File: config.mk
export PLATFORM = sky130hd
export DESIGN_NAME = mux_sel_serializer
export DESIGN_NICKNAME = d
export VERILOG_FILES = /design/src/rtl/mux_sel_serializer.sv
export SDC_FILE = /design/constraint.sdc
export NUM_CORES = 1
export LEC_CHECK = 0
export ABC_CLOCK_PERIOD_IN_PS = 2950
export BUFFER_PORTS_ARGS = -buffer_cell sky130_fd_sc_hd__buf_2
export CAP_MARGIN = 10
export CORE_UTILIZATION = 40
export DETAILED_ROUTE_END_ITERATION = 8
export GPL_ROUTABILITY_DRIVEN = 0
export PLACE_DENSITY = 0.69
export SYNTH_ARGS = -nofsm -noshare
export SYNTH_HDL_FRONTEND = slang
export SYNTH_SLANG_ARGS = --single-unit
File: constraint.sdc
create_clock -name clk -period 2.95 [get_ports clk]
set_clock_uncertainty 0.1 [all_clocks]
set_input_delay 0.1475 -clock clk [delete_from_list [all_inputs] [get_ports clk]]
set_output_delay 0.1475 -clock clk [all_outputs]
set_load 0.02 [all_outputs]
File: src/rtl/mux_sel_serializer.sv
// mux_sel_serializer: holds a word on the 8:1 mux data lines and walks
// the select through all eight positions, one bit per downstream transfer.
module mux_sel_serializer #(
  parameter bit MSB_FIRST = 1'b0
) (
  input  logic       clk,
  input  logic       rst,
  input  logic       load_valid,
  output logic       load_ready,
  input  logic [7:0] data_in,
  output logic [7:0] i_out,
  output logic [2:0] s_out,
  output logic       bit_valid,
  input  logic       bit_ready,
  output logic       bit_out,
  output logic       done
);

  typedef enum logic {
    IDLE = 1'b0,
    SEND = 1'b1
  } state_t;

  localparam logic [2:0] CNT_FIRST = MSB_FIRST ? 3'd7 : 3'd0;
  localparam logic [2:0] CNT_LAST  = MSB_FIRST ? 3'd0 : 3'd7;

  state_t     state_q, state_d;
  logic [7:0] word_q,  word_d;
  logic [2:0] cnt_q,   cnt_d;
  logic       done_q,  done_d;

  logic last_bit;
  logic bit_fire;
  logic load_fire;

  // Mirror of the external mux so bit_out can be compared against y.
  function automatic logic mux8(input logic [7:0] i, input logic [2:0] s);
    return i[s];
  endfunction

  assign last_bit   = (cnt_q == CNT_LAST);
  assign bit_valid  = (state_q == SEND);
  assign bit_fire   = bit_valid & bit_ready;
  assign load_ready = (state_q == IDLE) | (bit_fire & last_bit);
  assign load_fire  = load_valid & load_ready;

  assign i_out   = word_q;
  assign s_out   = cnt_q;
  assign bit_out = mux8(word_q, cnt_q);
  assign done    = done_q;

  always_comb begin
    state_d = state_q;
    word_d  = word_q;
    cnt_d   = cnt_q;
    done_d  = 1'b0;
    unique case (state_q)
      IDLE: begin
        if (load_fire) begin
          word_d  = data_in;
          cnt_d   = CNT_FIRST;
          state_d = SEND;
        end
      end
      SEND: begin
        if (bit_fire) begin
          if (last_bit) begin
            done_d = 1'b1;
            if (load_fire) begin
              word_d  = data_in;
              cnt_d   = CNT_FIRST;
            end else begin
              state_d = IDLE;
            end
          end else if (MSB_FIRST) begin
            cnt_d = cnt_q - 3'd1;
          end else begin
            cnt_d = cnt_q + 3'd1;
          end
        end
      end
      default: state_d = IDLE;
    endcase
  end

  always_ff @(posedge clk) begin
    if (rst) begin
      state_q <= IDLE;
      word_q  <= 8'h00;
      cnt_q   <= 3'd0;
      done_q  <= 1'b0;
    end else begin
      state_q <= state_d;
      word_q  <= word_d;
      cnt_q   <= cnt_d;
      done_q  <= done_d;
    end
  end

endmodule

Yosys cells after proc, flatten, opt, wreduce, memory -nomap -nowiden
Cells that the tools add are included.

Bits in latches: 0. Register bits after elaboration: 13. Bits in read-only memories: 0. Memories kept: 0. Output and inout bits: 15. Memory bits (writable): 0.

Equal/unequal tests: 3. Add/sub/neg operators: 1. Magnitude comparators: 1. Reduce and logical (&&, ||, !) cells: 2. Shift operators: 0. Divide/modulo/power cells: 0. Bitwise operators: 6. Muxes and demuxes: 15. Multipliers: 0.

Operators by type and width (count): $mux 8 (3); $pmux 8 s2 (1); $mux 3 (3); $pmux 3 s2 (1); $mux 1 (5); $lt 3x4->1 const B (1); $ne 2x1->1 const B (2); $add 3x1->3 const B (1); $and 1x1->1 (3); $bmux 1 s3 (1); $eq 3x3->1 const B (1); $reduce_or 3->1 (1); $not 1->1 (2); $pmux 1 s2 (1); $reduce_and 2->1 (1); $or 1x1->1 (1).

Logic depth before layout (Yosys ltp)
Gate-level depths: netlist (run 1).

Depth after elaboration: 8. Mapped depth: 6. Depth with buffers taken out: 5.

Worst setup path before layout (run 1)
No wires, ideal clock.

Path kind: register to register. Start point: reg cnt_q[0] (netlist: s_out[0]). End point: reg word_q[0] (netlist: i_out[0]). Required time: 2.778 ns. Clock period less this slack: 1.666 ns. Path slack: 1.284 ns. Stages on the path, launching flop included: 7. Setup time: 0.072 ns. Data arrival time: 1.494 ns. Cell sequence: dfxtp_1 > ha_1 > ha_1 > a21boi_1 > nor2b_1 > buf_2 > mux2i_1.

Longest elaborated chain between the ends: 8.

Ends and longest elaborated chain: start: declaration (RTL line 29) `logic [2:0] cnt_q, cnt_d;`; start signal: assignment (RTL line 95) `cnt_q <= cnt_d;`; $eq 3x3->1 (*) (RTL line 41) `assign last_bit = (cnt_q == CNT_LAST);`; named net last_bit (RTL line 32) `logic last_bit;`; $and 1x1->1 (RTL line 44) `assign load_ready = (state_q == IDLE) | (bit_fire & last_bit);`; $or 1x1->1 (RTL line 44); $and 1x1->1 (RTL line 45) `assign load_fire = load_valid & load_ready;`; $mux 8 (3 in series); $pmux 8 s2; end signal: assignment (RTL line 94) `word_q <= word_d;`; end: declaration (RTL line 28) `logic [7:0] word_q, word_d;`.

The timed path passes the listed nets; every way through them passes the cells marked *. The select of a mux whose other input is x is not followed. A chain may end at the register's enable or synchronous reset.

Worst setup path in the final report (run 1)
Start point: reg cnt_q[0] (netlist: s_out[0]). End point: reg word_q[5] (netlist: i_out[5]).

Same word-level chain as after synthesis.

==> Flow_metrics.wiki, run 1 <==
{| class="wikitable"
! Metric !! Value
|-
| Setup Fix Bufs, Post-CTS || 0
|-
| TritonCTS clock tree || yes
|-
| Commonest non-fill, non-tap cells in the layout || sky130_fd_sc_hd__buf_2, sky130_fd_sc_hd__dfxtp_1, sky130_fd_sc_hd__nand2b_1, sky130_fd_sc_hd__mux2i_1, sky130_fd_sc_hd__nand2_1
|-
| Number of storage elements in the synthesis netlist || 13
|-
| Number of failing setup endpoints in the final timing report || 0
|-
| Gate Count Post-Synth || 62
|-
| Met3 track demand over resource in global routing || 0.0261
|-
| Critical Path RT || 3.06 ns
|-
| Placed cell count || 101
|-
| Run status || completed
|-
| Tightest Hold Check Type || in -> reg
|-
| Top-level I/O count || 27
|-
| Minimum setup slack in the final design || 0.769 ns
|-
| Share of Yosys cell area claimed by the top area cell type || 0.412
|-
| Initial core utilization || 0.457
|-
| Number of buffers added by the clock tree synthesis step || 3
|-
| Antenna diode instance count || 0
|-
| Number of nets with antenna violations after routing || 0
|-
| Worst-margin pin slew || 1.04 ns
|-
| Iter 0 DRT Violations || 5
|-
| CP Capture Type || flop
|-
| Final cell count without fillers || 106
|-
| Delay-heaviest family, CP || simple AND/OR/NAND/NOR gates
|-
| Std-Cell Core Area || 1380 µm²
|-
| Met1 Use GR || 0.182
|-
| Most crowded layer after global routing || met2
|-
| Dpl cell area || 772 µm²
|-
| Synth warn || 0
|-
| Ordered cell list for the critical path || ha_1 > ha_1 > a21boi_1 > nor2b_1 > mux2i_1
|-
| Area growth from synthesis to final layout || 27.9%
|-
| Final Max Slew Viols || 0
|-
| Number of rows created at floorplan || 13
|-
| Global route overflow || 0
|-
| Final worst hold slack || 0.00936 ns
|-
| IR drop worst, VDD || 0.273 mV
|-
| First-pass iteration count of the detailed router || 4
|-
| Aggregate negative setup slack || 0 ns
|-
| Biggest area contributors in the synthesized netlist || sky130_fd_sc_hd__dfxtp_1, sky130_fd_sc_hd__mux2i_1, sky130_fd_sc_hd__nand2b_1, sky130_fd_sc_hd__mux4_1, sky130_fd_sc_hd__nand2_1
|-
| Floorplan die area || 1740 µm²
|-
| Cell type contributing the most total cell area after synthesis || sky130_fd_sc_hd__dfxtp_1
|-
| Detailed-route via count || 524
|-
| Number of fill cells || 131
|-
| Layout net count || 106
|-
| Worst Setup SP || s_out[0]
|-
| Master cell of the clock root buffer || sky130_fd_sc_hd__clkbuf_4
|-
| Combined area of all synthesized cells || 632 µm²
|-
| Crit path launch type || flop
|-
| Wire length of the first global-routing pass || 1950 µm
|-
| CP dominant cell by count || sky130_fd_sc_hd__ha_1
|-
| Final critical delay including setup and external delays || 2.18 ns
|-
| Number of instances resized during post-cts repair || 0
|-
| Share of the core filled with cells || 0.585
|-
| Maximum fanout count along the critical path || 10
|-
| Vias in the first global route || 485
|-
| Maximum clock frequency || 0.458 GHz
|-
| Number of hold violations in the final report || 0
|-
| Maximum number of pins on one net before global-route repair || 17
|-
| Total Power Consumption || 365 µW
|-
| GRT Overall Usage || 0.152
|-
| H-tree level count || 1
|-
| Die width || 41.7 µm
|-
| Worst reg2reg path startpoint || s_out[0]
|-
| Total number of clock tree sinks || 13
|-
| Type of the worst setup path || reg -> reg
|-
| Count of unresolved DRC violations after routing || 0
|-
| Count of buffering cells on the critical path with inverters included || 0
|-
| Power per unit of standard cell area || 452 nW/µm²
|-
| Post-Route WL || 1190 µm
|-
| Unique masters post-synth || 19
|-
| Maximum cell stage delay along the critical path || 0.81 ns
|-
| Average wire per cell in the routed design || 11.2 µm
|-
| Initial antenna violation count || 0
|-
| Arr. time, crit path || 2.29 ns
|-
| Maximum count of clock buffers along a single path || 2
|-
| Min-delay src || data_in[1]
|-
| Static power due to leakage || 0.408 nW
|-
| Global Route met2 Usage || 0.228
|-
| Maximum capacitance violations || 0
|-
| Clock latency reported for the late side of the worst-skew pair || 0.28 ns
|-
| Share of the clock period used by the worst path || 0.739
|-
| Sequential fraction of the synthesis area || 0.412
|-
| Most frequent standard cell in the layout excluding fill and tap cells || sky130_fd_sc_hd__buf_2
|-
| Quantity of hold-fixing buffers added after cts || 0
|-
| Worst Setup Slack post-DPL || 0.789 ns
|-
| Library cell contributing the largest single delay on the critical path || sky130_fd_sc_hd__nor2b_1
|-
| # port buffers || 26
|-
| Routed vias/inst || 4.94
|-
| Mean instance size in the synthesized netlist || 10.2 µm²
|-
| Die Ht || 41.7 µm
|-
| Design Area, Final || 808 µm²
|-
| Layout cell share with drive strength beyond 1 || 0.341
|-
| Unrepaired setup endpoints after global routing || false
|-
| Slew Limit Headroom || 0.304
|-
| CTS clock-pin slew for the worst setup and hold paths || 0.07 ns
|-
| Syn Nets || 76
|}
==> synth_stat cells <==
cell and n:
sky130_fd_sc_hd__a21boi_1 1, sky130_fd_sc_hd__a31o_2 1, sky130_fd_sc_hd__buf_2 1, sky130_fd_sc_hd__clkbuf_1 1
sky130_fd_sc_hd__dfxtp_1 13, sky130_fd_sc_hd__ha_1 2, sky130_fd_sc_hd__inv_1 3, sky130_fd_sc_hd__mux2_2 1
sky130_fd_sc_hd__mux2i_1 9, sky130_fd_sc_hd__mux4_1 2, sky130_fd_sc_hd__nand2_1 7, sky130_fd_sc_hd__nand2b_1 10
sky130_fd_sc_hd__nand3b_1 1, sky130_fd_sc_hd__nor2_1 2, sky130_fd_sc_hd__nor2b_1 2, sky130_fd_sc_hd__nor3_1 2
sky130_fd_sc_hd__nor3b_1 2, sky130_fd_sc_hd__o22ai_1 1, sky130_fd_sc_hd__xor2_1 1
==> routing by layer <==
metal	part of all wire	vias to the layer above	wire, µm
met5	0	-	0
met1	0.47	230	563
met2	0.44	21	520
met3	0.051	5	60
li1	-	268	-
met4	0.035	0	42
==> final cells by class <==
cell class	count	area, µm²	area share
repair buffers	27	140	0.173
multi-input cells	44	352	0.435
flip-flops and latches	13	260	0.322
clock buffers	4	26.3	0.0325
well taps	15	18.8	0.0232
inverters	3	11.3	0.0139
==> state kept, by name, indices dropped and copies added, names as in the netlist <==
name,count
bit_valid,1
i_out,8
s_out,3
done,1
==> worst register-to-register path: stages (launching register included) <==
cell and delay, ns:
sky130_fd_sc_hd__dfxtp_1 0.45, sky130_fd_sc_hd__ha_1 0.20, sky130_fd_sc_hd__ha_1 0.19, sky130_fd_sc_hd__a21boi_1 0.10
sky130_fd_sc_hd__nor2b_1 0.81, sky130_fd_sc_hd__mux2i_1 0.26
==> worst paths after layout <==
path / to / slack (ns) / cells after the start
worst min register to register: i_out[1] / 0.37 / 2
worst max-delay path: i_out[5] / 0.77 / 5
worst max register to register: i_out[5] / 0.77 / 5
worst min-delay path: i_out[1] / 0.009 / 3
==> kinds of logic after synthesis <==
kind of cell,Yosys count,synth area share
xor gates and xnor gates,1,0.0139
and+or+nand+nor,26,0.224
DFF,13,0.412
muxes,12,0.244
adders and majority gates,2,0.0396
AOI/OAI and AO/OA,3,0.0357
buffers and inverters,5,0.0317
==> power breakdown <==
| group | switching (mW) | total (mW) | leakage [nW] | internal [mW] |
|---|---|---|---|---|
| logic | 0.0350 | 0.0649 | 0.286 | 0.0299 |
| registers | 0.00740 | 0.191 | 0.106 | 0.184 |
| clock network | 0.0564 | 0.109 | 0.0150 | 0.0525 |
| total | 0.0987 | 0.365 | 0.408 | 0.266 |
Note: power is estimated with default switching activity, not from simulation.
==> run 2, diff against run 1 <==
--- a/config.mk
+++ b/config.mk
@@ -5,13 +5,13 @@
 export SDC_FILE = /design/constraint.sdc
 export NUM_CORES = 1
 export LEC_CHECK = 0
-export ABC_CLOCK_PERIOD_IN_PS = 2950
+export ABC_CLOCK_PERIOD_IN_PS = 1900
 export BUFFER_PORTS_ARGS = -buffer_cell sky130_fd_sc_hd__buf_2
 export CAP_MARGIN = 10
 export CORE_UTILIZATION = 40
 export DETAILED_ROUTE_END_ITERATION = 8
 export GPL_ROUTABILITY_DRIVEN = 0
-export PLACE_DENSITY = 0.69
+export PLACE_DENSITY = 0.72
 export SYNTH_ARGS = -nofsm -noshare
 export SYNTH_HDL_FRONTEND = slang
 export SYNTH_SLANG_ARGS = --single-unit
==> constraint.sdc (replaced) <==
create_clock -name clk -period 1.9 [get_ports clk]
set_clock_uncertainty 0.1 [all_clocks]
set_input_delay 0.095 -clock clk [delete_from_list [all_inputs] [get_ports clk]]
set_output_delay 0.095 -clock clk [all_outputs]
set_load 0.02 [all_outputs]
==> Flow_metrics.wiki, run 2 (same netlist as run 1, synthesis figures left out) <==
{| class="wikitable"
! Metric !! Value
|-
| Run status || completed (unchanged)
|-
| Static power due to leakage || 0.463 nW (was 0.408 nW)
|-
| Routed vias/inst || 4.99 (was 4.94)
|-
| Post-Route WL || 1420 µm (was 1190 µm)
|-
| Vias in the first global route || 510 (was 485)
|-
| Global route overflow || 0 (unchanged)
|-
| Ordered cell list for the critical path || buf_6 > mux4_2 > mux2_2 > buf_4 (was ha_1 > ha_1 > a21boi_1 > nor2b_1 > mux2i_1)
|-
| IR drop worst, VDD || 0.386 mV (was 0.273 mV)
|-
| Number of nets with antenna violations after routing || 0 (unchanged)
|-
| Initial core utilization || 0.457 (unchanged)
|-
| Number of buffers added by the clock tree synthesis step || 3 (unchanged)
|-
| Critical Path RT || 1.70 ns (was 3.06 ns)
|-
| Maximum count of clock buffers along a single path || 2 (unchanged)
|-
| Final critical delay including setup and external delays || 1.84 ns
|-
| Maximum number of pins on one net before global-route repair || 17 (unchanged)
|-
| Total internal power || 431 µW (was 266 µW)
|-
| Switching Power || 167 µW (was 98.7 µW)
|-
| Slew Limit Headroom || 0.579 (was 0.304)
|-
| Final cell count without fillers || 120 (was 106)
|-
| Clock latency reported for the late side of the worst-skew pair || 0.28 ns (about the same)
|-
| Master cell of the clock root buffer || sky130_fd_sc_hd__clkbuf_4 (unchanged)
|-
| Delay-heaviest family, CP || multiplexers (was simple AND/OR/NAND/NOR gates)
|-
| Floorplan die area || 1740 µm² (unchanged)
|-
| Maximum capacitance violations || 0 (unchanged)
|-
| Final worst hold slack || 0.0500 ns (was 0.00936 ns)
|-
| Maximum clock frequency || 0.543 GHz
|-
| Detailed placement HPWL || 963 µm
|-
| Maximum cell stage delay along the critical path || 0.48 ns (was 0.81 ns)
|-
| Std-Cell Core Area || 1380 µm² (unchanged)
|-
| Most frequent standard cell in the layout excluding fill and tap cells || sky130_fd_sc_hd__buf_2 (unchanged)
|-
| Die width || 41.7 µm (unchanged)
|-
| # port buffers || 26 (unchanged)
|-
| Fraction of power consumed by combinational cells || 0.208 (was 0.178)
|-
| Share of the clock period used by the worst path || 0.970
|-
| TritonCTS clock tree || yes (unchanged)
|-
| Aggregate negative setup slack || 0 ns (unchanged)
|-
| Wire length of the first global-routing pass || 2230 µm (was 1950 µm)
|-
| Proportion of power drawn by the clock network || 0.295 (was 0.298)
|-
| Power per unit of standard cell area || 637 nW/µm² (was 452 nW/µm²)
|-
| Number of flip-flops under the largest register name || 8 (unchanged)
|-
| Commonest non-fill, non-tap cells in the layout || sky130_fd_sc_hd__buf_2, sky130_fd_sc_hd__dfxtp_1, sky130_fd_sc_hd__nand2b_1, sky130_fd_sc_hd__dlygate4sd3_1, sky130_fd_sc_hd__mux2i_1 (was sky130_fd_sc_hd__buf_2, sky130_fd_sc_hd__dfxtp_1, sky130_fd_sc_hd__nand2b_1, sky130_fd_sc_hd__mux2i_1, sky130_fd_sc_hd__nand2_1)
|-
| Top-level I/O count || 27 (unchanged)
|-
| Unrepaired setup endpoints after global routing || false (unchanged)
|-
| Type of the worst setup path || reg -> out (was reg -> reg)
|-
| Design Area, Final || 938 µm² (was 808 µm²)
|-
| Number of rows created at floorplan || 13 (unchanged)
|-
| Number of failing setup endpoints in the final timing report || 0 (unchanged)
|-
| H-tree level count || 1 (unchanged)
|-
| Arr. time, crit path || 1.65 ns (was 2.29 ns)
|-
| Count of unresolved DRC violations after routing || 0 (unchanged)
|-
| Share of the core filled with cells || 0.679 (was 0.585)
|-
| Die Ht || 41.7 µm (unchanged)
|-
| Dpl cell area || 810 µm² (was 772 µm²)
|-
| Tightest Hold Check Type || in -> reg (unchanged)
|-
| Number of hold violations in the final report || 0 (unchanged)
|-
| First-pass iteration count of the detailed router || 4 (unchanged)
|-
| Layout cell share with drive strength beyond 1 || 0.381 (was 0.341)
|-
| Detailed-route via count || 599 (was 524)
|-
| Sequential Power Share || 0.497 (was 0.524)
|-
| Iter 0 DRT Violations || 4 (was 5)
|-
| Antenna diode instance count || 0 (unchanged)
|-
| Area growth from synthesis to final layout || 48.5% (was 27.9%)
|-
| CP Capture Type || primary output (was flop)
|-
| Maximum fanout count along the critical path || 4 (was 10)
|-
| Library cell contributing the largest single delay on the critical path || sky130_fd_sc_hd__mux4_2 (was sky130_fd_sc_hd__nor2b_1)
|-
| Total number of clock tree sinks || 13 (unchanged)
|-
| Final Max Slew Viols || 0 (unchanged)
|-
| Average wire per cell in the routed design || 11.9 µm (was 11.2 µm)
|-
| Initial antenna violation count || 0 (unchanged)
|-
| GRT Overall Usage || 0.168 (was 0.152)
|-
| Layout net count || 120 (was 106)
|-
| Placed cell count || 106 (was 101)
|-
| Worst-margin pin slew || 0.629 ns (was 1.04 ns)
|-
| Number of fill cells || 102 (was 131)
|-
| Multi-input logic area || 347 µm² (was 352 µm²)
|-
| Crit path launch type || flop (unchanged)
|-
| CTS clock-pin slew for the worst setup and hold paths || 0.08 ns (was 0.07 ns)
|-
| Count of buffering cells on the critical path with inverters included || 2 (was 0)
|-
| Area occupied by registers || 262 µm² (was 260 µm²)
|-
| Share of total power consumed by net switching || 0.279 (was 0.270)
|}
run 2: power groups by stage:
stage	Clock (mW)	Combinational, mW	Sequential, mW
final	0.176	0.124	0.297
after global routing	0.190	0.133	0.299
after CTS	0.180	0.123	0.297
after detailed placement	0	0.105	0.302
after global placement	0	0.104	0.302
after floorplan	0	0.0493	0.318
run 2: path summary, 6_finish.rpt:
path	startpoint	endpoint	slack, ns	depth (start not counted)
setup / recovery	s_out[0]	bit_out	0.06	4
hold / removal	rst	bit_valid	0.05	2
setup reg to reg	s_out[0]	i_out[1]	0.22	5
hold reg to reg	i_out[3]	i_out[3]	0.39	2
run 2: what timing repair did:
action,CTS,global route
gates resized for setup,5,1
setup endpoints to repair,9,1
cloned,0,0
hold buffers,10,0
buffers inserted,0,0
endpoints found under the hold margin,10,0
run 2: metrics by stage:
step | setup WS [ns] | total power [mW]
2_1_floorplan | 0.234 | 0.367
3_3_place_gp | -0.0236 | 0.405
3_5_place_dp | -0.0431 | 0.408
4_1_cts | 0.0301 | 0.600
5_1_grt | 0.00261 | 0.622
6_report | 0.0574 | 0.598
run 2: metal layers:
layer	up-vias	wire length, µm	track usage
li1	296	-	-
met1	276	661	0.209
met2	21	665	0.253
met3	6	71	0.0478
met4	0	25	0.103
met5	-	0	0
run 2: area by class of cell:
| cell class | instances | area share |
|---|---|---|
| tap | 15 | 0.0200 |
| inverter | 3 | 0.0120 |
| multi-input combinational | 44 | 0.369 |
| clock buffer | 4 | 0.0280 |
| timing repair buffer | 41 | 0.292 |
| sequential | 13 | 0.279 |
==> run 3, diff against run 2 <==
--- a/config.mk
+++ b/config.mk
@@ -5,13 +5,14 @@
 export SDC_FILE = /design/constraint.sdc
 export NUM_CORES = 1
 export LEC_CHECK = 0
+export ABC_AREA = 1
 export ABC_CLOCK_PERIOD_IN_PS = 1900
 export BUFFER_PORTS_ARGS = -buffer_cell sky130_fd_sc_hd__buf_2
 export CAP_MARGIN = 10
 export CORE_UTILIZATION = 40
 export DETAILED_ROUTE_END_ITERATION = 8
 export GPL_ROUTABILITY_DRIVEN = 0
-export PLACE_DENSITY = 0.72
+export PLACE_DENSITY = 0.71
 export SYNTH_ARGS = -nofsm -noshare
 export SYNTH_HDL_FRONTEND = slang
 export SYNTH_SLANG_ARGS = --single-unit
==> Flow_metrics.wiki, run 3 <==
{| class="wikitable"
! Metric !! Value
|-
| Run status || completed (unchanged)
|-
| Maximum clock frequency || 0.579 GHz (was 0.543 GHz)
|-
| # port buffers || 26 (unchanged)
|-
| Cell type contributing the most total cell area after synthesis || sky130_fd_sc_hd__dfxtp_1 (unchanged)
|-
| Share of Yosys cell area claimed by the top area cell type || 0.392 (was 0.412)
|-
| Static power due to leakage || 0.427 nW (was 0.463 nW)
|-
| Die Ht || 42.8 µm (was 41.7 µm)
|-
| Top-level I/O count || 27 (unchanged)
|-
| Maximum fanout count along the critical path || 9 (was 4)
|-
| Ordered cell list for the critical path || ha_1 > ha_1 > inv_2 > nand2_4 > nand2_2 > inv_4 > buf_2 (was buf_6 > mux4_2 > mux2_2 > buf_4)
|-
| Number of nets with antenna violations after routing || 0 (unchanged)
|-
| Simple-gate portion of the synthesized area || 0.296 (was 0.224)
|-
| Number of failing setup endpoints in the final timing report || 0 (unchanged)
|-
| Final cell count without fillers || 137 (was 120)
|-
| Detailed placement HPWL || 1040 µm (was 963 µm)
|-
| Main combinational cell family by area after synthesis || simple AND/OR/NAND/NOR gates (was multiplexers)
|-
| IR drop worst, VDD || 0.423 mV (was 0.386 mV)
|-
| Post-synthesis share of cell area spent on full adders, half adders and majority gates || 0.0377 (was 0.0396)
|-
| Type of the worst setup path || reg -> out (unchanged)
|-
| Maximum number of pins on one net before global-route repair || 13 (was 17)
|-
| Number of hold violations in the final report || 0 (unchanged)
|-
| Tightest Hold Check Type || in -> reg (unchanged)
|-
| Syn Nets || 98 (was 76)
|-
| First-pass iteration count of the detailed router || 4 (unchanged)
|-
| GRT Overall Usage || 0.182 (was 0.168)
|-
| Std-Cell Core Area || 1520 µm² (was 1380 µm²)
|-
| Layout cell share with drive strength beyond 1 || 0.388 (was 0.381)
|-
| Number of storage elements in the synthesis netlist || 13 (unchanged)
|-
| Share of the clock period used by the worst path || 0.909 (was 0.970)
|-
| Global route overflow || 0 (unchanged)
|-
| Xor and xnor fraction of the mapped netlist area || 0.0132 (was 0.0139)
|-
| Maximum capacitance violations || 0 (unchanged)
|-
| Floorplan die area || 1830 µm² (was 1740 µm²)
|-
| Gate Count Post-Synth || 84 (was 62)
|-
| Final critical delay including setup and external delays || 1.73 ns (was 1.84 ns)
|-
| Post-synth EDFFs || 0 (unchanged)
|-
| Setup Fix Bufs, Post-CTS || 0 (unchanged)
|-
| H-tree level count || 1 (unchanged)
|-
| Antenna diode instance count || 0 (unchanged)
|-
| Number of buffers added by the clock tree synthesis step || 3 (unchanged)
|-
| Proportion of synthesized area in mux cells || 0 (was 0.244)
|-
| CTS clock-pin slew for the worst setup and hold paths || 0.08 ns (about the same)
|-
| Layout net count || 136 (was 120)
|-
| Maximum cell stage delay along the critical path || 0.42 ns (was 0.48 ns)
|-
| Most frequent standard cell in the layout excluding fill and tap cells || sky130_fd_sc_hd__buf_2 (unchanged)
|-
| Top cell types by occurrence after synthesis || sky130_fd_sc_hd__nand2_1, sky130_fd_sc_hd__dfxtp_1, sky130_fd_sc_hd__a21oi_2, sky130_fd_sc_hd__nand3_1, sky130_fd_sc_hd__inv_1 (was sky130_fd_sc_hd__dfxtp_1, sky130_fd_sc_hd__nand2b_1, sky130_fd_sc_hd__mux2i_1, sky130_fd_sc_hd__nand2_1, sky130_fd_sc_hd__inv_1)
|-
| Crit path launch type || flop (unchanged)
|-
| Area growth from synthesis to final layout || 37.7% (was 48.5%)
|-
| CP dominant cell by count || sky130_fd_sc_hd__ha_1
|-
| Async set or reset register ratio after synthesis || 0 (unchanged)
|-
| Wire length of the first global-routing pass || 2420 µm (was 2230 µm)
|-
| Placed cell count || 124 (was 106)
|-
| Number of flip-flops under the largest register name || 8 (unchanged)
|-
| Post-Route WL || 1640 µm (was 1420 µm)
|-
| Number of fill cells || 135 (was 102)
|-
| Mean instance size in the synthesized netlist || 7.91 µm² (was 10.2 µm²)
|-
| Average wire per cell in the routed design || 12.0 µm (was 11.9 µm)
|-
| Aggregate negative setup slack || 0 ns (unchanged)
|-
| Initial core utilization || 0.436 (was 0.457)
|-
| TritonCTS clock tree || yes (unchanged)
|-
| Iter 0 DRT Violations || 7 (was 4)
|-
| Clock latency reported for the late side of the worst-skew pair || 0.28 ns (about the same)
|-
| Count of buffering cells on the critical path with inverters included || 3 (was 2)
|-
| CP Capture Type || primary output (unchanged)
|-
| Commonest non-fill, non-tap cells in the layout || sky130_fd_sc_hd__buf_2, sky130_fd_sc_hd__nand2_1, sky130_fd_sc_hd__dfxtp_1, sky130_fd_sc_hd__dlygate4sd3_1 (was sky130_fd_sc_hd__buf_2, sky130_fd_sc_hd__dfxtp_1, sky130_fd_sc_hd__nand2b_1, sky130_fd_sc_hd__dlygate4sd3_1, sky130_fd_sc_hd__mux2i_1)
|-
| Critical Path RT || 1.70 ns (about the same)
|-
| Arr. time, crit path || 1.53 ns (was 1.65 ns)
|-
| Routed vias/inst || 4.82 (was 4.99)
|-
| Total Power Consumption || 613 µW (was 598 µW)
|-
| Final Max Slew Viols || 0 (unchanged)
|-
| Power per unit of standard cell area || 670 nW/µm² (was 637 nW/µm²)
|-
| Total number of clock tree sinks || 13 (unchanged)
|-
| Combined area of all synthesized cells || 664 µm² (was 632 µm²)
|-
| Fraction of the mapped netlist area in compound gates || 0.173 (was 0.0356)
|-
| Master cell of the clock root buffer || sky130_fd_sc_hd__clkbuf_4 (unchanged)
|-
| Count of unresolved DRC violations after routing || 0 (unchanged)
|-
| Ys flop type || sky130_fd_sc_hd__dfxtp_1 (unchanged)
|-
| Sequential fraction of the synthesis area || 0.392 (was 0.412)
|-
| Die width || 42.8 µm (was 41.7 µm)
|-
| Slew Limit Headroom || 0.789 (was 0.579)
|-
| Worst-margin pin slew || 0.316 ns (was 0.629 ns)
|-
| Register-to-register setup slack || 0.44 ns (was 0.22 ns)
|-
| Library cell contributing the largest single delay on the critical path || sky130_fd_sc_hd__dfxtp_2 (was sky130_fd_sc_hd__mux4_2)
|-
| Maximum count of clock buffers along a single path || 2 (unchanged)
|-
| Synth warn || 0 (unchanged)
|-
| Biggest area contributors in the synthesized netlist || sky130_fd_sc_hd__dfxtp_1, sky130_fd_sc_hd__nand2_1, sky130_fd_sc_hd__a21oi_2, sky130_fd_sc_hd__nand3_1, sky130_fd_sc_hd__inv_1 (was sky130_fd_sc_hd__dfxtp_1, sky130_fd_sc_hd__mux2i_1, sky130_fd_sc_hd__nand2b_1, sky130_fd_sc_hd__mux4_1, sky130_fd_sc_hd__nand2_1)
|-
| Initial antenna violation count || 0 (unchanged)
|-
| Number of rows created at floorplan || 14 (was 13)
|-
| Delay-heaviest family, CP || flip-flops (was multiplexers)
|-
| Most common cell in the netlist || sky130_fd_sc_hd__nand2_1 (was sky130_fd_sc_hd__dfxtp_1)
|-
| Unique masters post-synth || 21 (was 19)
|-
| Unrepaired setup endpoints after global routing || false (unchanged)
|-
| Vias in the first global route || 568 (was 510)
|-
| Detailed-route via count || 661 (was 599)
|}
==> run 3: changes by cell type in the layout (fill, tap and decap cells not counted), moves of 3 or more <==
cell and change:
sky130_fd_sc_hd__a21oi_2 +8, sky130_fd_sc_hd__buf_4 -5, sky130_fd_sc_hd__inv_1 +4, sky130_fd_sc_hd__mux2i_1 -9
sky130_fd_sc_hd__nand2_1 +13, sky130_fd_sc_hd__nand2b_1 -10, sky130_fd_sc_hd__nand3_1 +8, sky130_fd_sc_hd__nor2_1 +4
sky130_fd_sc_hd__o21ai_0 +3
==> run 3: area by class of cell <==
| cell class | count | area, µm² | share of cell area |
|---|---|---|---|
| tap | 16 | 20.0 | 0.0219 |
| sequential | 13 | 263 | 0.287 |
| multi-input combinational | 59 | 345 | 0.378 |
| inverter | 10 | 40.0 | 0.0438 |
| timing repair buffer | 35 | 220 | 0.241 |
| clock buffer | 4 | 26.3 | 0.0287 |
==> run 3: logic make-up (layout without fill, tap and decap cells) <==
kind of cell,after synthesis,count (layout)
adder cells (fa/ha/maj),2,2
AO/OA/AOI/OAI,16,16
XOR/XNOR,1,1
flip-flops,13,13
AND/OR/NAND/NOR,40,40
buffers and inverters,12,49
==> run 3: where the power goes <==
group	internal (mW)	total, mW	switching [mW]
logic	0.0566	0.141	0.0843
clock network	0.0814	0.172	0.0909
registers	0.286	0.300	0.0143
==> run 3: timing repair <==
action	in CTS	in global routing
hold endpoints to repair	8	1
gates resized for setup	0	2
hold buffers	8	1
endpoints found under the setup margin	0	1
==> run 3: final timing paths <==
| check | startpoint | end | cells after the start |
|---|---|---|---|
| setup / recovery | s_out[0] | load_ready | 7 |
| hold / removal | rst | i_out[7] | 2 |
| setup reg to reg | s_out[0] | i_out[0] | 8 |
| hold reg to reg | i_out[5] | i_out[5] | 2 |
==> run 3: through the flow <==
step	worst slack [ns]	hold WS (ns)	util	instance area, µm²
after global routing	0.0418	0.0762	0.600	915
after detailed placement	0.368	0.274	0.522	796
after CTS	0.0719	0.000141	0.592	902
after global placement	0.425	0.271	0.522	796
after floorplan	0.317	0.0735	-	664
final	0.174	0.0754	0.600	915
==> run 3: routing by layer <==
metal	track usage	share of wire	vias to the layer above
met4	0.0750	0.0073	0
met5	0	0	-
li1	-	-	347
met1	0.223	0.44	290
met3	0.0723	0.052	2
met2	0.282	0.50	22
